[src/rtl/frame_packer.sv]
// Serial-to-parallel frame packer: collects DATA_NUM samples into one wide frame
// with valid/ready on both sides. Optional running max: FRAME_PACKER_RUNMAX_EN.
module frame_packer #(
   parameter int DATA_WIDTH = 8,
   parameter int DATA_NUM   = 16,
   parameter int IDX_WIDTH  = 8
) (
   input  logic                           clk,
   input  logic                           rst,
   input  logic                           s_valid,
   input  logic [DATA_WIDTH-1:0]          s_data,
   output logic                           s_ready,
   input  logic                           abort,
   output logic                           m_valid,
   output logic [DATA_WIDTH*DATA_NUM-1:0] m_data,
   input  logic                           m_ready,
`ifdef FRAME_PACKER_RUNMAX_EN
   output logic [DATA_WIDTH-1:0]          m_max,
   output logic [IDX_WIDTH-1:0]           m_max_num,
`endif
   output logic [IDX_WIDTH:0]             fill_count
);

   localparam int FRAME_W = DATA_WIDTH * DATA_NUM;
   localparam logic [IDX_WIDTH-1:0] LAST_IDX = IDX_WIDTH'(DATA_NUM - 1);

   typedef enum logic [0:0] {
      FILL = 1'b0,
      FULL = 1'b1
   } state_t;

   state_t                 state_r;
   logic [IDX_WIDTH-1:0]   wr_idx_r;
   logic [IDX_WIDTH:0]     fill_count_r;
   logic                   m_valid_r;
   logic [FRAME_W-1:0]     m_data_r;
   logic                   accept_s;
   logic                   handoff_s;
`ifdef FRAME_PACKER_RUNMAX_EN
   logic [DATA_WIDTH-1:0]  max_r;
   logic [IDX_WIDTH-1:0]   max_num_r;
`endif

   // Upstream handshake; abort blocks acceptance so an aborted sample is never consumed.
   assign s_ready   = (state_r == FILL) && !abort && !rst;
   assign accept_s  = s_valid && s_ready;
   assign handoff_s = m_valid_r && m_ready;

   assign m_valid    = m_valid_r;
   assign m_data     = m_data_r;
   assign fill_count = fill_count_r;
`ifdef FRAME_PACKER_RUNMAX_EN
   assign m_max      = max_r;
   assign m_max_num  = max_num_r;
`endif

   // Fill/hold state machine with registered frame, count and valid.
   always_ff @(posedge clk) begin
      if (rst) begin
         state_r      <= FILL;
         wr_idx_r     <= {IDX_WIDTH{1'b0}};
         fill_count_r <= {(IDX_WIDTH+1){1'b0}};
         m_valid_r    <= 1'b0;
         m_data_r     <= {FRAME_W{1'b0}};
`ifdef FRAME_PACKER_RUNMAX_EN
         max_r        <= {DATA_WIDTH{1'b0}};
         max_num_r    <= {IDX_WIDTH{1'b0}};
`endif
      end else begin
         case (state_r)
            FILL: begin
               if (abort) begin
                  // Old lanes stay in m_data; they are simply overwritten by the next frame.
                  wr_idx_r     <= {IDX_WIDTH{1'b0}};
                  fill_count_r <= {(IDX_WIDTH+1){1'b0}};
`ifdef FRAME_PACKER_RUNMAX_EN
                  max_r        <= {DATA_WIDTH{1'b0}};
                  max_num_r    <= {IDX_WIDTH{1'b0}};
`endif
               end else if (accept_s) begin
                  m_data_r[DATA_WIDTH*int'(wr_idx_r) +: DATA_WIDTH] <= s_data;
                  fill_count_r <= fill_count_r + {{IDX_WIDTH{1'b0}}, 1'b1};
`ifdef FRAME_PACKER_RUNMAX_EN
                  // Strictly-greater update keeps the lowest index on ties.
                  if (wr_idx_r == {IDX_WIDTH{1'b0}}) begin
                     max_r     <= s_data;
                     max_num_r <= {IDX_WIDTH{1'b0}};
                  end else if (s_data > max_r) begin
                     max_r     <= s_data;
                     max_num_r <= wr_idx_r;
                  end else begin
                     max_r     <= max_r;
                     max_num_r <= max_num_r;
                  end
`endif
                  if (wr_idx_r == LAST_IDX) begin
                     wr_idx_r  <= {IDX_WIDTH{1'b0}};
                     m_valid_r <= 1'b1;
                     state_r   <= FULL;
                  end else begin
                     wr_idx_r  <= wr_idx_r + {{(IDX_WIDTH-1){1'b0}}, 1'b1};
                  end
               end else begin
                  wr_idx_r <= wr_idx_r;
               end
            end
            FULL: begin
               if (handoff_s) begin
                  m_valid_r    <= 1'b0;
                  fill_count_r <= {(IDX_WIDTH+1){1'b0}};
                  state_r      <= FILL;
               end else begin
                  m_valid_r    <= 1'b1;
               end
            end
            default: begin
               state_r      <= FILL;
               wr_idx_r     <= {IDX_WIDTH{1'b0}};
               fill_count_r <= {(IDX_WIDTH+1){1'b0}};
               m_valid_r    <= 1'b0;
            end
         endcase
      end
   end

endmodule

[config.mk]
export PLATFORM = sky130hd
export DESIGN_NAME = frame_packer
export DESIGN_NICKNAME = d
export VERILOG_FILES = /design/src/rtl/frame_packer.sv
export SDC_FILE = /design/constraint.sdc
export NUM_CORES = 1
export LEC_CHECK = 0
export BUFFER_PORTS_ARGS = -buffer_cell sky130_fd_sc_hd__buf_2
export CORE_ASPECT_RATIO = 0.6
export CORE_UTILIZATION = 25
export DETAILED_ROUTE_END_ITERATION = 12
export GPL_TIMING_DRIVEN = 0
export PLACE_DENSITY = 0.46
export SYNTH_ARGS = -nofsm -noshare
export SYNTH_HDL_FRONTEND = slang
export SYNTH_SLANG_ARGS = --single-unit
export TNS_END_PERCENT = 20
[constraint.sdc]
create_clock -name clk -period 6.1 [get_ports clk]
set_input_delay 0.61 -clock clk [delete_from_list [all_inputs] [get_ports clk]]
set_output_delay 0.61 -clock clk [all_outputs]
set_load 0.005 [all_outputs]
# == After elaboration in Yosys (flattened, before gate mapping) ==
# Index checks and enable logic that the tools add are counted.
# Widths: inputs -> output; s select.
# op_classes
shifts,2
bitwise,2
n_eq_ne,6
n_addsub,3
n_mux,17
n_reduce_logical,11
# ops
op,n
$bwmux 128,1
$shift 8x33->128 const A,1
$shiftx 8x33->128,1
$neg 11->33,1
$mux 9,3
$mux 8,3
$pmux 9 s2,1
$add 9x1->9 const B,1
$add 8x1->8 const B,1
$eq 8x4->1 const B,1
$mux 1,7
$reduce_and 3->1,2
$logic_and 1x1->1,4
$ne 2x1->1 const B,2
$ne 2x2->1 const B,2
$pmux 1 s2,2
$reduce_and 2->1,2
$ne 3x3->1 const B,1
$logic_not 1->1,2
$not 1->1,2
$reduce_bool 2->1,1
# totals
out_inout_bits,139
word_cells,46
input_bits,13
ff_bits,147

# == Logic depth before layout (Yosys ltp) ==
# Gate-level depths: netlist (run 1).
# depth
depth_word,7
mapped_depth,13
mapped_depth_nobuf,10

# == Least setup slack after synthesis (run 1) ==
# Ideal clock, no wire load.
# synth_path
path_type,reg2reg
startpoint,register wr_idx_r[3]
endpoint,"register m_data_r[17], in the netlist m_data[17]"
setup_time_ns,0.128
path_slack_ns,3.414
synth_period_minus_slack_ns,2.686
path_buffers,1
path_stages_with_launch,12
arrival_time_ns,2.558
required_ns,5.972
cell_sequence,dfxtp_1 buf_4 nor3_4 nand2_2 nor3_1 ha_1 nor3b_1 o21ai_1 o22a_2 nor4_4 mux2i_1 nor2_1
# synth_between
elab_chain_len,3
word_cells_on_any_way,4
cone_classes,1 x add/sub; 2 x shift; 1 x mux
# synth_rtl
item,line,rtl
start: declaration,33,logic [IDX_WIDTH-1:0] wr_idx_r;
start signal: assignment,61,wr_idx_r <= {IDX_WIDTH{1'b0}};
start signal: assignment,74,wr_idx_r <= {IDX_WIDTH{1'b0}};
start signal: assignment,97,wr_idx_r <= {IDX_WIDTH{1'b0}};
$neg 11->33 *,81,m_data_r[DATA_WIDTH*int'(wr_idx_r) +: DATA_WIDTH] <= s_data;
$shiftx 8x33->128 or $shift 8x33->128 (tied branches),81,
$bwmux 128 *,81,
end signal: assignment,64,m_data_r <= {FRAME_W{1'b0}};
end signal: indexed assignment,81,
end: declaration,36,logic [FRAME_W-1:0] m_data_r;
# Every way passes the cells marked *; elsewhere a longest branch is shown, timed or not.
# A chain may end at the register's enable or synchronous reset.

# == Final worst setup path (run 1) ==
# layout_path
startpoint,register wr_idx_r[0]
endpoint,"register m_data_r[18], in the netlist m_data[18]"
# The elaborated chain is that of the path after synthesis.

==> results of run 1 <==
[per-stage QoR]
| stage | instances | worst slack [ns] | area, um^2 |
|---|---|---|---|
| 2_1_floorplan | 693 | 3.414 | 6356 |
| 3_3_place_gp | 1158 | 2.762 | 7475 |
| 3_5_place_dp | 1158 | 2.708 | 7475 |
| 4_1_cts | 1187 | 2.691 | 7984 |
| 5_1_grt | 1187 | 2.479 | 7984 |
| 6_report | 1187 | 2.709 | 7984 |
[per-layer routing]
metal | routed length (um) | track usage
met1 | 11420 | 0.2503
met2 | 8608 | 0.2310
met3 | 2085 | 0.07837
met4 | 204 | 0.04314
met5 | 0 | 0
[state kept, by name, summed over array words and instances (netlist names)]
name	cells
m_valid	1
fill_count	9
wr_idx_r	8
state_r	1
m_data	128
[power by group]
group | leakage [uW] | internal, uW | switching [uW] | total, uW
clock | 0.000240 | 522 | 423 | 945
combinational | 0.00200 | 33.1 | 82.2 | 115
sequential | 0.00118 | 962 | 2.40 | 965
total | 0.00343 | 1520 | 508 | 2030
[synthesized netlist by cell type, types with 2 or more instances]
master	n	area (um^2)
a21boi_0	2	15.01
a21oi_1	29	145.1
a31oi_1	2	12.51
and2_1	18	112.6
and3_1	8	50.05
and3b_1	2	17.52
and4_1	4	35.03
buf_2	8	40.04
buf_4	5	37.54
buf_6	3	33.78
clkbuf_1	26	97.59
dfxtp_1	147	2943
ha_1	4	50.05
inv_1	8	30.03
mux2i_1	66	660.6
nand2_1	41	153.9
nand2_2	2	12.51
nand2b_1	28	175.2
nand3_1	32	160.2
nand3b_1	43	322.8
nand4_1	7	43.79
nand4_2	4	50.05
nand4b_1	3	26.28
nor2_1	76	285.3
nor2b_1	2	12.51
nor3_1	8	40.04
nor3b_1	3	22.52
nor4b_1	3	26.28
o2111ai_1	4	35.03
o211ai_1	2	15.01
o21ai_0	61	305.3
o21ai_1	2	10.01
o21bai_1	2	15.01
or3_1	5	31.28
xnor2_1	6	52.55
xor2_1	7	61.31
[worst min-delay path by stage]
stage	start	end	slack (ns)	depth (start not counted)
floorplan	m_data[120]	m_data[120]	0.45	2
CTS	m_data[120]	m_data[120]	0.46	2
finish	m_data[120]	m_data[120]	0.46	2
global route	m_data[122]	m_data[122]	0.48	2
global placement	m_data[121]	m_data[121]	0.44	2
detailed placement	m_data[120]	m_data[120]	0.44	2
[final cells by class]
class                   instances  area share
clock inverters                 9    0.007836
plain buffers                  42     0.02617
multi-input cells             496      0.3976
flip-flops and latches        147      0.3686
well taps                     322     0.05046
clock buffers                  20     0.05595
inverters                       8    0.003761
repair buffers                143     0.08964
[worst max-delay path: stages (launching register included)]
cell and delay (ns):
dfxtp_1 0.44, buf_4 0.22, inv_1 0.09, ha_1 0.43
inv_1 0.15, nor2_1 0.56, nand2_2 0.28, nor4_4 0.77
mux2i_1 0.26, nor2_1 0.06
[logic make-up after synthesis]
family / after synthesis / synth area share
fa+ha+maj: 4 / 0.007874
simple gates: 298 / 0.2659
compound gates: 114 / 0.1020
flops: 147 / 0.4630
xor+xnor: 13 / 0.01791
buf+inv: 50 / 0.03760
mux: 67 / 0.1057
==> summary by stage, run 1 <==
Clocking
Hold repair after CTS inserted 0 buffers. The H-tree was split into 4 levels. Post-CTS repair changed the size of 0 cells. The clock buffer count from CTS is 17. Buffers added to address setup during post-CTS repair amount to 0. The clock transition at the registers of the reported paths is 0.06 ns. The clock insertion delay at the later pin of the skew report is 0.43 ns. The cell at the root of the clock tree is clkbuf_16.

The number of clock sinks seen by CTS is about 150. Counting along the longest clock path gives a buffer depth of 2. TritonCTS built the clock tree.

Logic synthesis
The number of enable flip-flop cells after synthesis is 0. The count of different cell masters after synthesis is between 50 and 60. For this run, asynchronously set or reset flops after synthesis account for 0. The gate count of the mapped netlist is 693. Averaged over all synthesized cells, the footprint is between 9 and 10 um^2. The share of synthesized area occupied by flip-flops and latches is 0.4630. The synthesized netlist net count is 710.

The mapped netlist covers 6356 um^2. The most used flip-flop cell after synthesis is dfxtp_1. The number of warning messages in the yosys log is 0. Synthesis inferred 147 register bits.

Floorplanning
From left edge to right edge, the die measures 207.9 um. The initialized floorplan defines 44 standard-cell rows. The starting utilization of the core area is 0.2589. The y dimension of the die is 125.5 um. For this design the top-level I/O count stands at 152. The floorplan step defined a die boundary enclosing 26090 um^2.

The placeable core region is roughly 25000 um^2.

Timing
On the final layout, the worst hold slack is 0.4571 ns. Based on the critical path, the design can be clocked at up to 0.2949 GHz. Setup total negative slack on the finished layout was measured at 0 ns. The slew at the pin closest to its max-slew limit is 1.042 ns. The normalized max-slew margin is 0.2999.

Setup repair after global routing left no endpoint under its margin. The count of final hold-check violations is 0. Setup violations remaining at the end of the flow were counted as 0. The setup skew after layout is 0.009769 ns.

The post-route fraction of the period consumed by the critical path is 0.5559. The time the final worst path needs with I/O delays and setup is between 3 and 4 ns. The max-slew violation total from the final report is 0.

Worst hold path
The class of the tightest hold or removal check is flop to flop.

Critical path
The maximum fanout encountered on the critical timing path is 10. The category of the worst setup path launch point is a flop. In this run the critical register-to-register path is captured at m_data[18].

The worst setup path is of the flop to flop kind. The source of the worst register-to-register timing path is wr_idx_r[0]. At the worst endpoint, the required time is around 6.4 ns. The worst setup path endpoint is m_data[18].

At the worst endpoint, the arrival time is around 3.7 ns. Tracing the worst setup path back leads to its startpoint at wr_idx_r[0]. The nature of the critical path endpoint is a flop.

The depth of the worst register-to-register path is 9. The slack of the worst reg-to-reg path is 2.71 ns.

Global route
The first-pass GRT wire length is 33.88 mm. The global-route usage over all layers is 0.1743. The largest net degree at the start of global routing is 17. The via count of the first global-routing pass is 5465.

The number of antenna violations at the first check in global routing was 1. After global routing the overflow that remains totals 0.

Placed design
The last weighted congestion value of the routability-driven placer is 0.8256. Detailed placement finished with a half-perimeter wire length of roughly 16 mm. The count of input and output buffers is 143.

Cells and area
The most frequent standard cell in the layout excluding fill and tap cells is buf_2. In the final layout, the share of cells above drive strength 1 is 0.2335. The final-stage net count is 872. Relative to the synthesized area, the layout overhead comes to 25.61%. The post-layout utilization of the core is 0.3252.

In the final layout, the multi-input gates occupy 3174 um^2. The combined flip-flop and latch cell area is 2943 um^2. The number of fillers in the final layout is 2603. The repair_antennas step left the layout with diodes totalling 0. In the layout the commonest cells are buf_2 (151), dfxtp_1 (147), nor2_1 (76).

Power
Across the VDD grid, the largest voltage drop is about 170 uV. Dividing total power by cell area gives a power density of 253.6 nW/um^2. The leakage power is 0.003427 uW. The overall power of the completed layout is 2025 uW.

Drt
The detail route stage leaves a number of antenna-violating nets equal to 0. The remaining design rule violation count is 0. The average wire length per cell after detail routing is ~19 um. The final wirelength is 22.32 mm. The routed via count divided by cell count is 4.793. The number of DRC violations after detailed-routing iteration 0 is approximately 500. The routed layout has 5689 vias. The first-pass iteration count of the detailed router is 5.

Flow run
The number of violations of the max-capacitance limit is 0.

Outcome
The run finished with clean final reports.
No activity file was read; power rests on OpenSTA's default activity.
==> run 2, diff against run 1 <==
==> constraint.sdc (replaced) <==
create_clock -name clk -period 3.4 [get_ports clk]
set_input_delay 0.34 -clock clk [delete_from_list [all_inputs] [get_ports clk]]
set_output_delay 0.34 -clock clk [all_outputs]
set_load 0.005 [all_outputs]
==> run 2 against run 1 <==
Effect of this change: via count fell by 0.76%; routed wire length barely moved; global-route usage did not move; clock-buffer cell count did not move; critical path type unchanged.
==> summary by stage, run 2 (same netlist as run 1, synthesis figures left out) <==
Power
For this design the static power due to leakage is 0.003427 uW. Overall power consumption after layout is estimated at 3634 uW. The worst supply voltage drop on vdd is 314.2 uV.

The power density relative to cell area is 454.2 nW/um^2.

Cells and area
The top cell types in the final layout, fill and taps aside, are buf_2 (150), dfxtp_1 (147), nor2_1 (76). The number of non-filler instances in the completed layout is 1187. The number of fillers in the final layout is 2602.

Once layout is done, the placed cells without fillers occupy roughly 8000 um^2. The share of layout cells above drive strength 1 is 0.2347. The total inserted antenna cells is 0.

The final-stage net count is 872. The area growth from synthesis to layout is 25.87%. The library cell used most frequently in the layout, excluding fill and tap cells, is buf_2. The register with the most flip-flops in the layout has 128 of them.

Clocking
The H-tree level count is 4. The number of setup buffers added after CTS is 0. Clock-pin slew was measured on the worst setup and hold paths at roughly 0.060 ns. Counting along the longest clock path gives a buffer depth of 2. Clock tree synthesis selected as its root buffer the cell clkbuf_16. The clock tree from TritonCTS is yes. The clock insertion delay at the later pin of the skew report is 0.43 ns. The number of clock buffers added by TritonCTS is 17. The number of hold buffers added after cts is 0. The number of clock sinks seen by CTS is between 100 and 150.

Drt
For this block, the routed nets add up to 22.33 mm of wire. The remaining design rule violation count is 0. In the final routed layout, each cell accounts on average for 18.81 um. Summing over every cut layer, the via total after detailed routing is between 5000 and 6000.

The number of DRC violations after detailed-routing iteration 0 is ~500. The routed via count divided by cell count is 4.757. In this run the remaining antenna-violating nets after routing total 0. Before antenna repair, the detailed router went through 5 iterations.

Critical path
The nature of the critical path endpoint is a flop. The category of the worst setup path launch point is a flop. Data arrives at the worst endpoint at around 3.6 ns. The slack of the worst reg-to-reg path is 0.06 ns.

The maximum fanout encountered on the critical timing path is 10. The critical path data required time is around 3.7 ns. The critical path is of the flop to flop type.

Timing
The normalized max-slew margin is 0.3134. The post-route fraction of the period consumed by the critical path is 0.9837. Derived from the worst setup path, the maximum achievable clock frequency is roughly 0.3 GHz. The slew at the pin closest to its max-slew limit is 1.022 ns. The sum of negative setup slack is 0 ns. The setup skew after layout is 0.009534 ns. The max-slew violation total from the final report is 0.

Setup violations remaining at the end of the flow were counted as 0. The count of final hold-check violations is 0. The time the final worst path needs with I/O delays and setup is 3.345 ns. The final worst hold slack is 0.2395 ns. Setup repair after global routing could not meet its margin everywhere.

Global route
Entering global routing, the biggest net connects 17 pins. The first-pass GRT wire length is around 34 mm. The number of antenna violations at the first check in global routing is 1. The via count of the first global-routing pass came to 5467. Global routing finished with a remaining overflow of 0. The global-route usage over all layers is 0.1743.

Floorplanning
The floorplan die area is 26090 um^2. The die is a little over 200 um wide. The region available for standard cell placement spans about 25000 um^2.

The y dimension of the die is 125.5 um. The starting utilization of the core area is 0.2589. After floorplanning, the core was divided into 44 placement rows. 152 I/O pins were placed.

Outcome
The run finished with clean final reports.

Placed design
The placed cell area is 7475 um^2. Detailed placement finished with a half-perimeter wire length of 16.40 mm. Routability-driven placement finished with a final weighted congestion of between 0.8 and 0.9. The count of input and output buffers is 143.

Counting tap cells, the placed design contains a total of between 1000 and 1500 instances.

Flow run
Max-cap violations in this run came to 0.

Worst hold path
The path class of the tightest hold or removal check is input pin to flop.
-- run 2: changes by cell type in the layout (fill, tap and decap cells not counted) --
cell and change:
buf_2 -1, clkbuf_4 +1, o2111ai_1 -1, o2111ai_2 +1, o22ai_2 -1, o22ai_4 +1
-- run 2: path summary, 6_finish.rpt --
check / start / end / cells after the start
max reg2reg: wr_idx_r[0] / m_data[18] / 9
max: wr_idx_r[0] / m_data[18] / 9
min: s_valid / wr_idx_r[0] / 3
min reg2reg: m_data[120] / m_data[120] / 2
-- run 2: stage by stage --
stage          worst slack [ns]    util
2_1_floorplan            0.7141       -
3_3_place_gp            0.06210  0.3044
3_5_place_dp           0.007677  0.3044
4_1_cts                 0.06092  0.3252
5_1_grt                 -0.1579  0.3258
6_report                0.05544  0.3258
-- run 2: routing by layer --
metal  wire length, um  vias to the layer above  share of wire  GRT usage
met5                 0                        -              0          0
met4               225                        0          0.010    0.04314
met3              2128                       16          0.095    0.07837
met2              8587                      185           0.38     0.2310
met1             11380                     2699           0.51     0.2503
li1                  -                     2746              -          -
-- run 2: layout make-up --
| class | count | area, um^2 | area share |
|---|---|---|---|
| clock inverter | 9 | 62.56 | 0.007820 |
| sequential | 147 | 2943 | 0.3678 |
| inverter | 8 | 30.03 | 0.003754 |
| tap | 322 | 402.9 | 0.05036 |
| buffer | 42 | 211.5 | 0.02643 |
| multi-input combinational | 496 | 3188 | 0.3985 |
| clock buffer | 20 | 446.7 | 0.05583 |
| timing repair buffer | 143 | 715.7 | 0.08946 |
-- run 2: power by group --
| part | switching, uW | internal, uW | total (uW) |
|---|---|---|---|
| clock network | 759 | 936 | 1690 |
| logic | 148 | 60.5 | 208 |
| registers | 4.28 | 1730 | 1730 |
| total | 911 | 2720 | 3630 |
-- run 2: worst max-delay path, cell delays in order (launching register included) --
cell and delay (ns):
dfxtp_1 0.44, buf_4 0.22, inv_1 0.09, ha_1 0.42, inv_1 0.15, nor2_1 0.58, nand2_2 0.28, nor4_4 0.70
mux2i_1 0.26, nor2_1 0.06
-- run 2: timing repair --
action / 4_1_cts / 5_1_grt
resized for setup: 0 / 3
pin swaps: 1 / 0
endpoints found under the setup margin: 3 / 24
